==> config.mk <==
export PLATFORM = sky130hd
export DESIGN_NAME = f1_start_sequencer
export DESIGN_NICKNAME = d
export VERILOG_FILES = /design/src/rtl/f1_start_sequencer.sv
export SDC_FILE = /design/constraint.sdc
export NUM_CORES = 1
export LEC_CHECK = 0
export ABC_AREA = 1
export CORE_MARGIN = 1
export CORE_UTILIZATION = 50
export DETAILED_ROUTE_END_ITERATION = 10
export DONT_BUFFER_PORTS = 1
export HOLD_SLACK_MARGIN = 0.08
export PLACE_DENSITY = 0.63
export SYNTH_ARGS = -nofsm -noshare
export SYNTH_HDL_FRONTEND = slang
export SYNTH_SLANG_ARGS = --single-unit
==> constraint.sdc <==
create_clock -name clk -period 2.9 [get_ports clk]
set_input_delay 0.58 -clock clk [delete_from_list [all_inputs] [get_ports clk]]
set_output_delay 0.58 -clock clk [all_outputs]
set_load 0.02 [all_outputs]
==> src/rtl/f1_start_sequencer.sv <==
// F1 start-light sequencer: lights eight lamps one per tick, holds them for a
// pseudo-random number of ticks, blanks them and times the player's reaction.
// Also contains its own tick divider and a 7-bit LFSR. A button edge before
// lights-out is reported as a jump start.
module f1_start_sequencer #(
    parameter int WIDTH   = 16,
    parameter int REACT_W = 16
) (
    input  logic               clk,
    input  logic               rst,
    input  logic               trigger,
    input  logic               button,
    input  logic [WIDTH-1:0]   N,
    input  logic [WIDTH-1:0]   K_MIN,
    output logic [7:0]         data_out,
    output logic               busy,
    output logic [WIDTH-1:0]   rand_delay,
    output logic [REACT_W-1:0] react_time,
    output logic               react_valid,
    output logic               jump_start,
    output logic               overflow
);

    typedef enum logic [2:0] {
        S_IDLE        = 3'd0,
        S_ARM         = 3'd1,
        S_HOLD        = 3'd2,
        S_MEASURE     = 3'd3,
        S_DONE        = 3'd4,
        S_FALSE_START = 3'd5
    } state_t;

    localparam logic [WIDTH-1:0]   ONE_W   = {{(WIDTH-1){1'b0}}, 1'b1};
    localparam logic [REACT_W-1:0] ONE_R   = {{(REACT_W-1){1'b0}}, 1'b1};
    localparam logic [WIDTH-1:0]   ZERO_W  = {WIDTH{1'b0}};
    localparam logic [REACT_W-1:0] ZERO_R  = {REACT_W{1'b0}};
    localparam logic [REACT_W-1:0] MAX_R   = {REACT_W{1'b1}};
    localparam logic [7:0]         LAMPS_ALL   = 8'hFF;
    localparam logic [7:0]         LAMPS_FIRST = 8'h01;
    localparam logic [7:0]         LAMPS_FALSE = 8'hAA;
    localparam logic [7:0]         LAMPS_OFF   = 8'h00;

    // Shift left, feed back taps 6 and 2.
    function automatic logic [6:0] lfsr_next(input logic [6:0] cur);
        return {cur[5:0], cur[6] ^ cur[2]};
    endfunction

    // K_MIN plus the zero-extended LFSR value, clamped at all-ones.
    function automatic logic [WIDTH-1:0] sat_add(input logic [WIDTH-1:0] a,
                                                 input logic [6:0]       b);
        logic [WIDTH:0] sum;
        sum = {1'b0, a} + {{(WIDTH-6){1'b0}}, b};
        if (sum[WIDTH]) begin
            return {WIDTH{1'b1}};
        end else begin
            return sum[WIDTH-1:0];
        end
    endfunction

    state_t               state_q, state_d;
    logic                 trig_q, btn_q;
    logic [6:0]           lfsr_q;
    logic [WIDTH-1:0]     div_q, div_d;
    logic [WIDTH-1:0]     hold_q, hold_d;
    logic [REACT_W-1:0]   react_cnt_q, react_cnt_d;
    logic [7:0]           data_out_q, data_out_d;
    logic [WIDTH-1:0]     rand_delay_q, rand_delay_d;
    logic [REACT_W-1:0]   react_time_q, react_time_d;
    logic                 react_valid_q, react_valid_d;
    logic                 jump_q, jump_d;
    logic                 ovf_q, ovf_d;
    logic                 busy_q, busy_d;

    logic                 trig_e, btn_e, tick, react_max, lamps_full;
    logic [WIDTH-1:0]     hold_load;

    assign trig_e     = trigger & ~trig_q;
    assign btn_e      = button & ~btn_q;
    assign tick       = ((state_q == S_ARM) || (state_q == S_HOLD)) && (div_q == ZERO_W);
    assign react_max  = (react_cnt_q == MAX_R);
    assign lamps_full = (data_out_q == LAMPS_ALL);
    assign hold_load  = sat_add(K_MIN, lfsr_q);

    assign data_out    = data_out_q;
    assign busy        = busy_q;
    assign rand_delay  = rand_delay_q;
    assign react_time  = react_time_q;
    assign react_valid = react_valid_q;
    assign jump_start  = jump_q;
    assign overflow    = ovf_q;

    // State register.
    always_ff @(posedge clk) begin
        if (rst) begin
            state_q <= S_IDLE;
        end else begin
            state_q <= state_d;
        end
    end

    // Next-state decision; a button edge outranks any tick in ARM/HOLD.
    always_comb begin
        state_d = state_q;
        case (state_q)
            S_IDLE, S_DONE, S_FALSE_START: begin
                if (trig_e) begin
                    state_d = S_ARM;
                end else begin
                    state_d = state_q;
                end
            end
            S_ARM: begin
                if (btn_e) begin
                    state_d = S_FALSE_START;
                end else if (tick && lamps_full) begin
                    state_d = S_HOLD;
                end else begin
                    state_d = S_ARM;
                end
            end
            S_HOLD: begin
                if (btn_e) begin
                    state_d = S_FALSE_START;
                end else if (tick && (hold_q == ZERO_W)) begin
                    state_d = S_MEASURE;
                end else begin
                    state_d = S_HOLD;
                end
            end
            S_MEASURE: begin
                if (btn_e || react_max) begin
                    state_d = S_DONE;
                end else begin
                    state_d = S_MEASURE;
                end
            end
            default: begin
                state_d = S_IDLE;
            end
        endcase
    end

    // Output and datapath next values for the current state.
    always_comb begin
        div_d         = div_q;
        hold_d        = hold_q;
        react_cnt_d   = react_cnt_q;
        data_out_d    = data_out_q;
        rand_delay_d  = rand_delay_q;
        react_time_d  = react_time_q;
        react_valid_d = 1'b0;
        jump_d        = jump_q;
        ovf_d         = ovf_q;
        busy_d        = (state_d == S_ARM) || (state_d == S_HOLD) || (state_d == S_MEASURE);

        // The divider only runs while lamps are being sequenced or held.
        if ((state_q == S_ARM) || (state_q == S_HOLD)) begin
            if (div_q == ZERO_W) begin
                div_d = N;
            end else begin
                div_d = div_q - ONE_W;
            end
        end else begin
            div_d = div_q;
        end

        case (state_q)
            S_IDLE, S_DONE, S_FALSE_START: begin
                if (trig_e) begin
                    div_d        = N;
                    data_out_d   = LAMPS_FIRST;
                    react_time_d = ZERO_R;
                    jump_d       = 1'b0;
                    ovf_d        = 1'b0;
                end else begin
                    data_out_d   = data_out_q;
                end
            end
            S_ARM: begin
                if (btn_e) begin
                    data_out_d = LAMPS_FALSE;
                    jump_d     = 1'b1;
                end else if (tick && !lamps_full) begin
                    data_out_d = {data_out_q[6:0], 1'b1};
                end else if (tick) begin
                    hold_d       = hold_load;
                    rand_delay_d = hold_load;
                end else begin
                    data_out_d = data_out_q;
                end
            end
            S_HOLD: begin
                if (btn_e) begin
                    data_out_d = LAMPS_FALSE;
                    jump_d     = 1'b1;
                end else if (tick && (hold_q == ZERO_W)) begin
                    data_out_d  = LAMPS_OFF;
                    react_cnt_d = ZERO_R;
                end else if (tick) begin
                    hold_d = hold_q - ONE_W;
                end else begin
                    hold_d = hold_q;
                end
            end
            S_MEASURE: begin
                if (react_max) begin
                    react_cnt_d = react_cnt_q;
                end else begin
                    react_cnt_d = react_cnt_q + ONE_R;
                end
                if (btn_e) begin
                    react_time_d  = react_cnt_q;
                    react_valid_d = 1'b1;
                end else if (react_max) begin
                    react_time_d  = MAX_R;
                    ovf_d         = 1'b1;
                    react_valid_d = 1'b1;
                end else begin
                    react_time_d  = react_time_q;
                end
            end
            default: begin
                data_out_d = LAMPS_OFF;
            end
        endcase
    end

    // Datapath, edge-detect and LFSR registers.
    always_ff @(posedge clk) begin
        if (rst) begin
            trig_q        <= 1'b0;
            btn_q         <= 1'b0;
            lfsr_q        <= 7'h01;
            div_q         <= ZERO_W;
            hold_q        <= ZERO_W;
            react_cnt_q   <= ZERO_R;
            data_out_q    <= LAMPS_OFF;
            rand_delay_q  <= ZERO_W;
            react_time_q  <= ZERO_R;
            react_valid_q <= 1'b0;
            jump_q        <= 1'b0;
            ovf_q         <= 1'b0;
            busy_q        <= 1'b0;
        end else begin
            trig_q        <= trigger;
            btn_q         <= button;
            lfsr_q        <= lfsr_next(lfsr_q);
            div_q         <= div_d;
            hold_q        <= hold_d;
            react_cnt_q   <= react_cnt_d;
            data_out_q    <= data_out_d;
            rand_delay_q  <= rand_delay_d;
            react_time_q  <= react_time_d;
            react_valid_q <= react_valid_d;
            jump_q        <= jump_d;
            ovf_q         <= ovf_d;
            busy_q        <= busy_d;
        end
    end

endmodule

==> results.yml, run 1 <==
clocking:
  cts-root-buf: "clkbuf_16"
  clkSinkCount: 104
  post_cts_buffers: 0
  htree_levels: 3
  ctsHoldBuffers: 0
  cts_tree: "yes"
  clkLatencyLatePin_ns: 0.35
  clkSlewWorstSetupHoldPaths_ns: 0.07
  cts_resized: 0
  cts_buffer_depth: 2
  cts_inserted_buffers: 9
routing:
  drt_wl_total_um: 14600
  drt-wirelength-per-cell_um: 14.1
  via_count: 5556
  ant_nets: 0
  drtPass1Iterations: 8
  viasPerCell: 5.37
  drt_iter0_markers: 455
  drc: 3
global_routing:
  grt.overflow.total: 0
  antenna_found_initial: 0
  grt_pass1_wl_um: 24700
  grt_util_all_layers: 0.242
  grt_pass1_vias: 5107
  grt_max_degree: 55
sta:
  hold_viol_final: 0
  final_max_slew_viol_count: 0
  setup_viol: 0
  fmax_mhz: 435
  rsz0062_at_grt: "false"
  slew_headroom: 0.599
  final.setup.tns_ns: 0
  finalCriticalPeriod_ns: 2.30
  worst_pin_slew_ns: 0.597
  fin_skew_ns: 0.00631
  period_share: 0.792
synth:
  postSynthCellCount: 906
  synth-seq-cells: 104
  ys_seq_area_frac: 0.342
  syn_nets: 955
  syn_avg_cell_area_um2: 6.72
  yosysUniqueCellTypes: 43
  yosys_warnings: 0
  syn_area_um2: 6090
critical_path:
  crit_family: "simple AND/OR/NAND/NOR gates"
  cp_num_buf_inv: 2
  cp-start-kind: "flip-flop"
  setup.worst_path.end: "hold_q[15]"
  cpMaxStageDelayCell: "nand4_2"
  max_stage_delay_ns: 0.37
  crit_fanout: 17
  worst-path-stages: 11
  worst-r2r-cell-count: 11
  crit_path_end_kind: "flip-flop"
  path_cells: "inv_1 > ha_1 > nand3_1 > nor2_4 > nand4_2 > nand2_2 > nand2_4 > inv_4 > nand2_1 > a21oi_1 > nor2_1"
  critPathArrivalTime_ns: 2.55
  regToRegSetupSlack_ns: 0.60
  r2r_end: "hold_q[15]"
  required_ns: 3.15
  r2r-start: "div_q[0]"
  critPathKind: "reg -> reg"
  setup.worst_path.start: "div_q[0]"
floorplanning:
  design.core.area_um2: 11700
  io_pins: 80
  die_height_um: 112
  rows: 39
  fp.dieArea_um2: 12600
  die_w_um: 112
  start_util: 0.522
final_layout:
  final_core_util: 0.547
  syn_to_final_growth_pct: 4.85
  n_antenna_cell: 0
  drive_gt1_frac: 0.0920
  final_nets: 937
  num-fill-cells: 1169
power_and_ir_drop:
  power_density_nw_per_um2: 515
  peakVddDrop_mv: 0.377
  power.leakage_nw: 2.77
flow_run:
  cap_violations: 0
outcome:
  violations: "design-rule violations"
  status: "complete, but fails checks"
placement:
  gp_congestion: 0.866
  place_hpwl_um: 10900
  portBuffers: 0
min_path:
  min_path_type: "in -> reg"
==> flip-flops by register name (all words and copies together), names as in the netlist, 3 cells and up <==
register     flops
react_time      16
div_q           16
lfsr_q           7
state_q          3
hold_q          16
data_out         8
react_cnt_q     16
rand_delay      16
==> power breakdown <==
part / switching (mW) / total (mW) / internal [mW] / leakage [nW]
Sequential: 0.109 / 1.61 / 1.51 / 0.848
Combinational: 0.319 / 0.482 / 0.162 / 1.79
Clock: 0.527 / 1.19 / 0.663 / 0.136
==> how the worst min path moves through the flow <==
stage                    from               to  depth (start not counted)
finish                    rst         overflow                          1
global placement    lfsr_q[0]        lfsr_q[1]                          2
floorplan           lfsr_q[0]        lfsr_q[1]                          2
CTS                       rst   react_cnt_q[6]                          1
global route              rst  react_cnt_q[15]                          1
detailed placement  lfsr_q[0]        lfsr_q[1]                          2
==> layout make-up <==
type | instances | area (um^2) | area share
flip-flops and latches | 104 | 2080 | 0.326
inverters | 108 | 409 | 0.0641
multi-input cells | 661 | 3410 | 0.534
clock buffers | 11 | 233 | 0.0365
clock inverters | 3 | 43.8 | 0.00686
well taps | 143 | 179 | 0.0280
repair buffers | 4 | 30.0 | 0.00470
==> cell usage in the layout (no fill, tap or decap), types with 8 or more instances in the layout <==
cell type,Yosys,layout
inv_2,8,8
nor2_1,124,124
nand2_1,158,158
clkbuf_16,0,9
ha_1,12,12
nand2_2,16,16
nand3_1,66,66
dfxtp_1,104,104
nand4_1,20,20
inv_1,98,97
o21ai_1,36,36
nor3_1,14,14
xor2_1,18,18
o21ai_0,64,64
a21oi_2,10,10
a21oi_1,67,67
==> per-stage QoR <==
step | instances | total power, mW | worst slack [ns] | hold WS [ns] | area [um^2]
3_5_place_dp | 1020 | 2.13 | 0.450 | 0.423 | 6110
4_1_cts | 1034 | 3.31 | 0.557 | 0.276 | 6380
6_report | 1034 | 3.29 | 0.603 | 0.305 | 6380
3_3_place_gp | 1020 | 2.12 | 0.494 | 0.419 | 6110
2_1_floorplan | 906 | 2.04 | 0.685 | 0.407 | 6090
5_1_grt | 1034 | 3.45 | 0.393 | 0.270 | 6380
==> logic make-up after synthesis <==
kind of cell,share of synthesized area
adders and majority gates,0.0279
and+or+nand+nor,0.330
buffers and inverters,0.0984
xor gates and xnor gates,0.0360
DFF,0.342
AOI/OAI and AO/OA,0.165
==> per-layer routing <==
layer	part of all wire	routed length, um	global-route usage
met1	0.48	7040	0.320
met2	0.47	6890	0.413
met3	0.033	487	0.0427
met4	0.010	152	0.0569
met5	0	0	0
==> cells in the mapped netlist, drive strengths merged <==
cell / instances / area [um^2]
nor2: 135 / 559
nand2: 180 / 761
buf: 18 / 134
inv: 107 / 404
ha: 12 / 150
clkinv: 1 / 5.00
nor3: 15 / 80.1
nand3: 68 / 358
a31oi: 7 / 43.8
or2: 6 / 37.5
o21ai: 102 / 518
a21o: 1 / 7.51
nand4: 21 / 138
nand3b: 6 / 57.6
fa: 1 / 20.0
clkbuf: 15 / 56.3
xnor2: 7 / 61.3
and2: 1 / 6.26
o211ai: 1 / 7.51
xor2: 18 / 158
a21oi: 77 / 423
a21boi: 1 / 7.51
and3: 1 / 6.26
nor3b: 1 / 7.51
dfxtp: 104 / 2080
(Power assumes the default switching activity.)
==> inputs of run 2 (changes only) <==
ABC_AREA = 0   (was 1)
clock period = 2.25 ns   (was 2.9 ns; I/O delays follow)
==> results.yml, run 2 <==
critical_path:
  setup.worst_path.end: "react_cnt_q[13]"
  worst-r2r-cell-count: 7
  crit_fanout: 5
  required_ns: 2.50
  crit_path_end_kind: "flip-flop"
  r2r-start: "div_q[13]"
  regToRegSetupSlack_ns: -0.11
  setup.worst_path.start: "div_q[13]"
  r2r_end: "react_cnt_q[13]"
  critPathArrivalTime_ns: 2.61
  cp-start-kind: "flip-flop"
  critPathKind: "reg -> reg"
sta:
  fin_ws_ns: -0.107
  fmax_mhz: 424
  hold_slack_ns: 0.150
  slew_headroom: 0.589
  worst_pin_slew_ns: 0.616
  hold_viol_final: 0
  finalCriticalPeriod_ns: 2.36
  setup_viol: 24
  period_share: 1.05
  final_max_slew_viol_count: 0
  fin_skew_ns: 0.00585
  rsz0062_at_grt: "true"
synth:
  synthTopCellsByCount: "104 x dfxtp_1, 74 x nor2_1, 50 x nand2_1"
  yosysTopAreaCell: "dfxtp_1"
  ys_seq_area_frac: 0.368
  synth.top_cells.by_area: "dfxtp_1 37%, nor2_1 4.9%, xnor2_1 4.5%"
  yosys_warnings: 0
  syn_nets: 715
  synth_flop_cell: "dfxtp_1"
  postSynthCellCount: 666
  async_flop_share: 0
  yosysTopAreaCellShare: 0.368
  yosysUniqueCellTypes: 71
  syn_avg_cell_area_um2: 8.49
  synth-seq-cells: 104
  post-synth-top-count-cell: "dfxtp_1"
  syn_area_um2: 5650
  synth-edff-count: 0
final_layout:
  drive_gt1_frac: 0.358
  num-fill-cells: 848
  final_nets: 817
  final_core_util: 0.699
  syn_to_final_growth_pct: 35.2
  fin_area_um2: 7640
  final_common_cell: "buf_4"
  n_antenna_cell: 0
  final_cell_mix: "115 x buf_4, 100 x dfxtp_1, 66 x nor2_1, 47 x nand2_1, 41 x a21oi_1"
global_routing:
  grt_util_all_layers: 0.278
  antenna_found_initial: 0
  grt.overflow.total: 0
  grt_max_degree: 83
  grt_pass1_vias: 5243
  grt_pass1_wl_um: 25600
floorplanning:
  fp.dieArea_um2: 11700
  io_pins: 80
  rows: 38
  design.core.area_um2: 10900
  die_height_um: 108
  die_w_um: 108
  start_util: 0.517
power_and_ir_drop:
  power_density_nw_per_um2: 598
  p_int_mw: 3.30
  comb_power_share: 0.195
  p_total_mw: 4.57
  switchingPower_mw: 1.27
  switching_share: 0.278
  peakVddDrop_mv: 0.505
  seqPwrFrac: 0.430
  power.leakage_nw: 2.75
  p_clk_frac: 0.375
placement:
  place_worst_setup_slack_ns: -0.267
  portBuffers: 0
  placed_area_um2: 6620
  gp_congestion: 0.927
  place_hpwl_um: 11300
clocking:
  clkLatencyLatePin_ns: 0.36
  ctsHoldBuffers: 0
  clkSinkCount: 104
  htree_levels: 3
  cts_tree: "yes"
  cts-root-buf: "clkbuf_16"
  clkSlewWorstSetupHoldPaths_ns: 0.07
  cts_inserted_buffers: 9
  cts_buffer_depth: 2
routing:
  drc: 0
  drt_wl_total_um: 16400
  drt_iter0_markers: 364
  via_count: 5410
  ant_nets: 0
  drt-wirelength-per-cell_um: 17.9
  viasPerCell: 5.93
  drtPass1Iterations: 4
outcome:
  violations: "negative setup slack"
  status: "complete, but fails checks"
min_path:
  min_path_type: "in -> reg"
flow_run:
  cap_violations: 0
[run 2: logic make-up (layout without fill, tap and decap cells)]
kind of cell,after synthesis,in the layout,synth area share
simple gates,254,254,0.236
buf+inv,63,170,0.0482
mux,8,8,0.0146
fa+ha+maj,13,13,0.0301
xor+xnor,41,41,0.0635
compound gates,183,183,0.240
flops,104,104,0.368
[run 2: power groups by stage]
stage               registers (mW)  clock network [mW]  logic [mW]
detailed placement            2.00                   0       0.716
global route                  1.97                1.81       0.962
floorplan                     2.02                   0       0.446
CTS                           1.96                1.73       0.764
global placement              2.00                   0       0.700
finish                        1.97                1.72       0.891
[run 2: per-layer routing]
layer	track usage	wire length, um	vias up
met5	0	0	-
met1	0.360	7390	2604
met2	0.457	7880	147
met3	0.0621	803	25
li1	-	-	2634
met4	0.0936	291	0
[run 2: critical path: stages, from the launching register on]
cell,delay (ns)
dfxtp_2,0.33
or4_4,0.56
nor3_2,0.13
or4b_4,0.55
buf_12,0.18
a2111oi_4,0.30
xnor2_1,0.16
nor2_1,0.06
[run 2: how the worst min path moves through the flow]
stage | from | to | slack (ns) | depth (start not counted)
3_5_place_dp | lfsr_q[4] | lfsr_q[5] | 0.46 | 1
2_1_floorplan | hold_q[1] | hold_q[1] | 0.44 | 2
5_1_grt | rst | div_q[7] | 0.14 | 1
6_report | rst | div_q[2] | 0.15 | 1
3_3_place_gp | lfsr_q[4] | lfsr_q[5] | 0.45 | 1
4_1_cts | rst | btn_q | 0.15 | 1
[run 2: repair_timing]
item / CTS / global route
setup buffers: 1 / 12
pin swaps: 10 / 25
hold endpoints to repair: 0 / 0
resized for setup: 36 / 87
setup endpoints to repair: 64 / 70
cloned: 0 / 4
[run 2: layout make-up]
type / count / area, um^2 / share of cell area
Clock buffer: 9 / 225 / 0.0295
Clock inverter: 7 / 95.1 / 0.0124
Inverter: 22 / 82.6 / 0.0108
Multi-Input combinational cell: 499 / 3870 / 0.506
Sequential cell: 104 / 2090 / 0.273
Tap cell: 140 / 175 / 0.0229
Timing Repair Buffer: 132 / 1110 / 0.145
[run 2: metrics by stage]
stage | instances | TNS [ns]
floorplan | 666 | -0.545
CTS | 897 | -0.340
global placement | 880 | -3.06
finish | 913 | -0.775
detailed placement | 880 | -4.16
global route | 913 | -3.43
==> inputs of run 3 (changes only) <==
CELL_PAD_IN_SITES_DETAIL_PLACEMENT = 0   (was unset)
CELL_PAD_IN_SITES_GLOBAL_PLACEMENT = 2   (was unset)
CORE_UTILIZATION = 38   (was 50)
PLACE_DENSITY = 0.77   (was 0.63)
==> results.yml, run 3 (same netlist as run 2, synthesis figures left out) <==
final_layout:
  n_antenna_cell: 0
  final_core_util: 0.528
  final_nets: 821
  final_cell_mix: "122 x buf_4, 99 x dfxtp_1, 71 x nor2_1, 47 x nand2_1, 45 x a21oi_1"
  seq_area_um2: 2090
  final_common_cell: "buf_4"
  drive_gt1_frac: 0.329
  multi_input_area_um2: 3830
  num-fill-cells: 1399
  syn_to_final_growth_pct: 35.8
critical_path:
  worst-r2r-cell-count: 7
  crit_fanout: 17
  cp-start-kind: "flip-flop"
  critPathArrivalTime_ns: 2.55
  regToRegSetupSlack_ns: -0.05
  crit_path_end_kind: "flip-flop"
  r2r-start: "div_q[12]"
  r2r_end: "react_cnt_q[15]"
  critPathKind: "reg -> reg"
  required_ns: 2.49
sta:
  fin_skew_ns: 0.00860
  rsz0062_at_grt: "true"
  finalCriticalPeriod_ns: 2.30
  hold_viol_final: 0
  slew_headroom: 0.594
  setup_viol: 3
  worst_pin_slew_ns: 0.610
  period_share: 1.02
  fmax_mhz: 434
  fin_ws_ns: -0.0522
  final.setup.tns_ns: -0.107
  final_max_slew_viol_count: 0
floorplanning:
  fp.dieArea_um2: 15400
  io_pins: 80
  start_util: 0.389
  rows: 44
  design.core.area_um2: 14500
  die_height_um: 124
  die_w_um: 124
clocking:
  clkSlewWorstSetupHoldPaths_ns: 0.07
  htree_levels: 3
  clkLatencyLatePin_ns: 0.35
  clkSinkCount: 104
  cts_tree: "yes"
  ctsHoldBuffers: 0
  cts-root-buf: "clkbuf_16"
  cts_buffer_depth: 2
  cts_inserted_buffers: 9
routing:
  drt-wirelength-per-cell_um: 17.3
  via_count: 5416
  ant_nets: 0
  drtPass1Iterations: 5
  drt_iter0_markers: 238
  drc: 0
  drt_wl_total_um: 16600
  viasPerCell: 5.64
power_and_ir_drop:
  switching_share: 0.269
  power.leakage_nw: 2.77
  comb_power_share: 0.191
  p_int_mw: 3.34
  switchingPower_mw: 1.23
  seqPwrFrac: 0.431
  peakVddDrop_mv: 0.340
  p_clk_frac: 0.378
  power_density_nw_per_um2: 596
placement:
  gp_congestion: 0.899
  place_hpwl_um: 12100
  portBuffers: 0
global_routing:
  use_met3: 0.0334
  grt-busiest-layer: "met2"
  globalRouteMet2Util: 0.367
  met1_usage: 0.279
  grt.overflow.total: 0
  grt_util_all_layers: 0.217
  grt_pass1_vias: 5103
  grt_pass1_wl_um: 25900
  grt_max_degree: 83
  antenna_found_initial: 0
outcome:
  status: "complete, but fails checks"
  violations: "negative setup slack"
min_path:
  hold-path-cell-count: 1
  min_path_type: "in -> reg"
  min_to: "div_q[5]"
  min_from: "rst"
flow_run:
  cap_violations: 0
## run 3: changes by cell type in the layout (fill, tap and decap cells not counted), sizes merged
cell | previous run | this run
clkinvlp | 1 | 0
clkinv | 3 | 1
inv | 23 | 24
buf | 130 | 136
## run 3: per-stage QoR
step | instance area [um^2] | power [mW] | cells | setup slack, ns | hold WS [ns]
global route | 7680 | 4.79 | 961 | -0.112 | 0.150
finish | 7680 | 4.58 | 961 | -0.0522 | 0.166
global placement | 6780 | 2.72 | 935 | -0.151 | 0.461
CTS | 7240 | 4.50 | 953 | -0.0341 | 0.156
detailed placement | 6780 | 2.72 | 935 | -0.182 | 0.467
floorplan | 5730 | 2.46 | 666 | -0.114 | 0.441
## run 3: area by class of cell
class                   count  share of cell area
repair buffers            136               0.146
clock inverters             5              0.0112
well taps                 184              0.0300
inverters                  22              0.0108
clock buffers              11              0.0316
flip-flops and latches    104               0.272
multi-input cells         499               0.498
## run 3: power by group through the flow
stage / registers, mW / logic [mW] / clock network, mW
after floorplan: 2.02 / 0.446 / 0
after global placement: 2.00 / 0.715 / 0
after detailed placement: 2.01 / 0.717 / 0
after CTS: 1.96 / 0.750 / 1.78
after global routing: 1.98 / 0.948 / 1.86
final: 1.97 / 0.874 / 1.73
## run 3: worst max-delay path, stage by stage, from the launching register on
cell	delay, ns
dfxtp_2	0.32
or4_4	0.56
nor3_2	0.12
or4b_4	0.49
buf_12	0.18
a2111oi_4	0.30
xnor2_1	0.16
nor2_1	0.06
## run 3: worst max-delay path by stage
| stage | slack, ns | startpoint | to |
|---|---|---|---|
| after floorplan | -0.11 | K_MIN[0] | hold_q[9] |
| final | -0.05 | div_q[12] | react_cnt_q[15] |
| after global routing | -0.11 | div_q[12] | react_cnt_q[15] |
| after global placement | -0.15 | div_q[13] | busy |
| after CTS | -0.03 | div_q[13] | react_cnt_q[15] |
| after detailed placement | -0.18 | K_MIN[0] | hold_q[9] |
## run 3: metal layers
layer	vias up	share of wire	routed length (um)
met5	-	0	0
met4	0	0.022	367
met3	27	0.042	700
met2	125	0.49	8100
met1	2614	0.45	7450
li1	2650	-	-
## run 3: timing repair
item / CTS / global route
gates cloned: 1 / 0
pin swaps: 3 / 27
endpoints found under the setup margin: 50 / 69
resized for setup: 23 / 77
setup buffers: 1 / 9
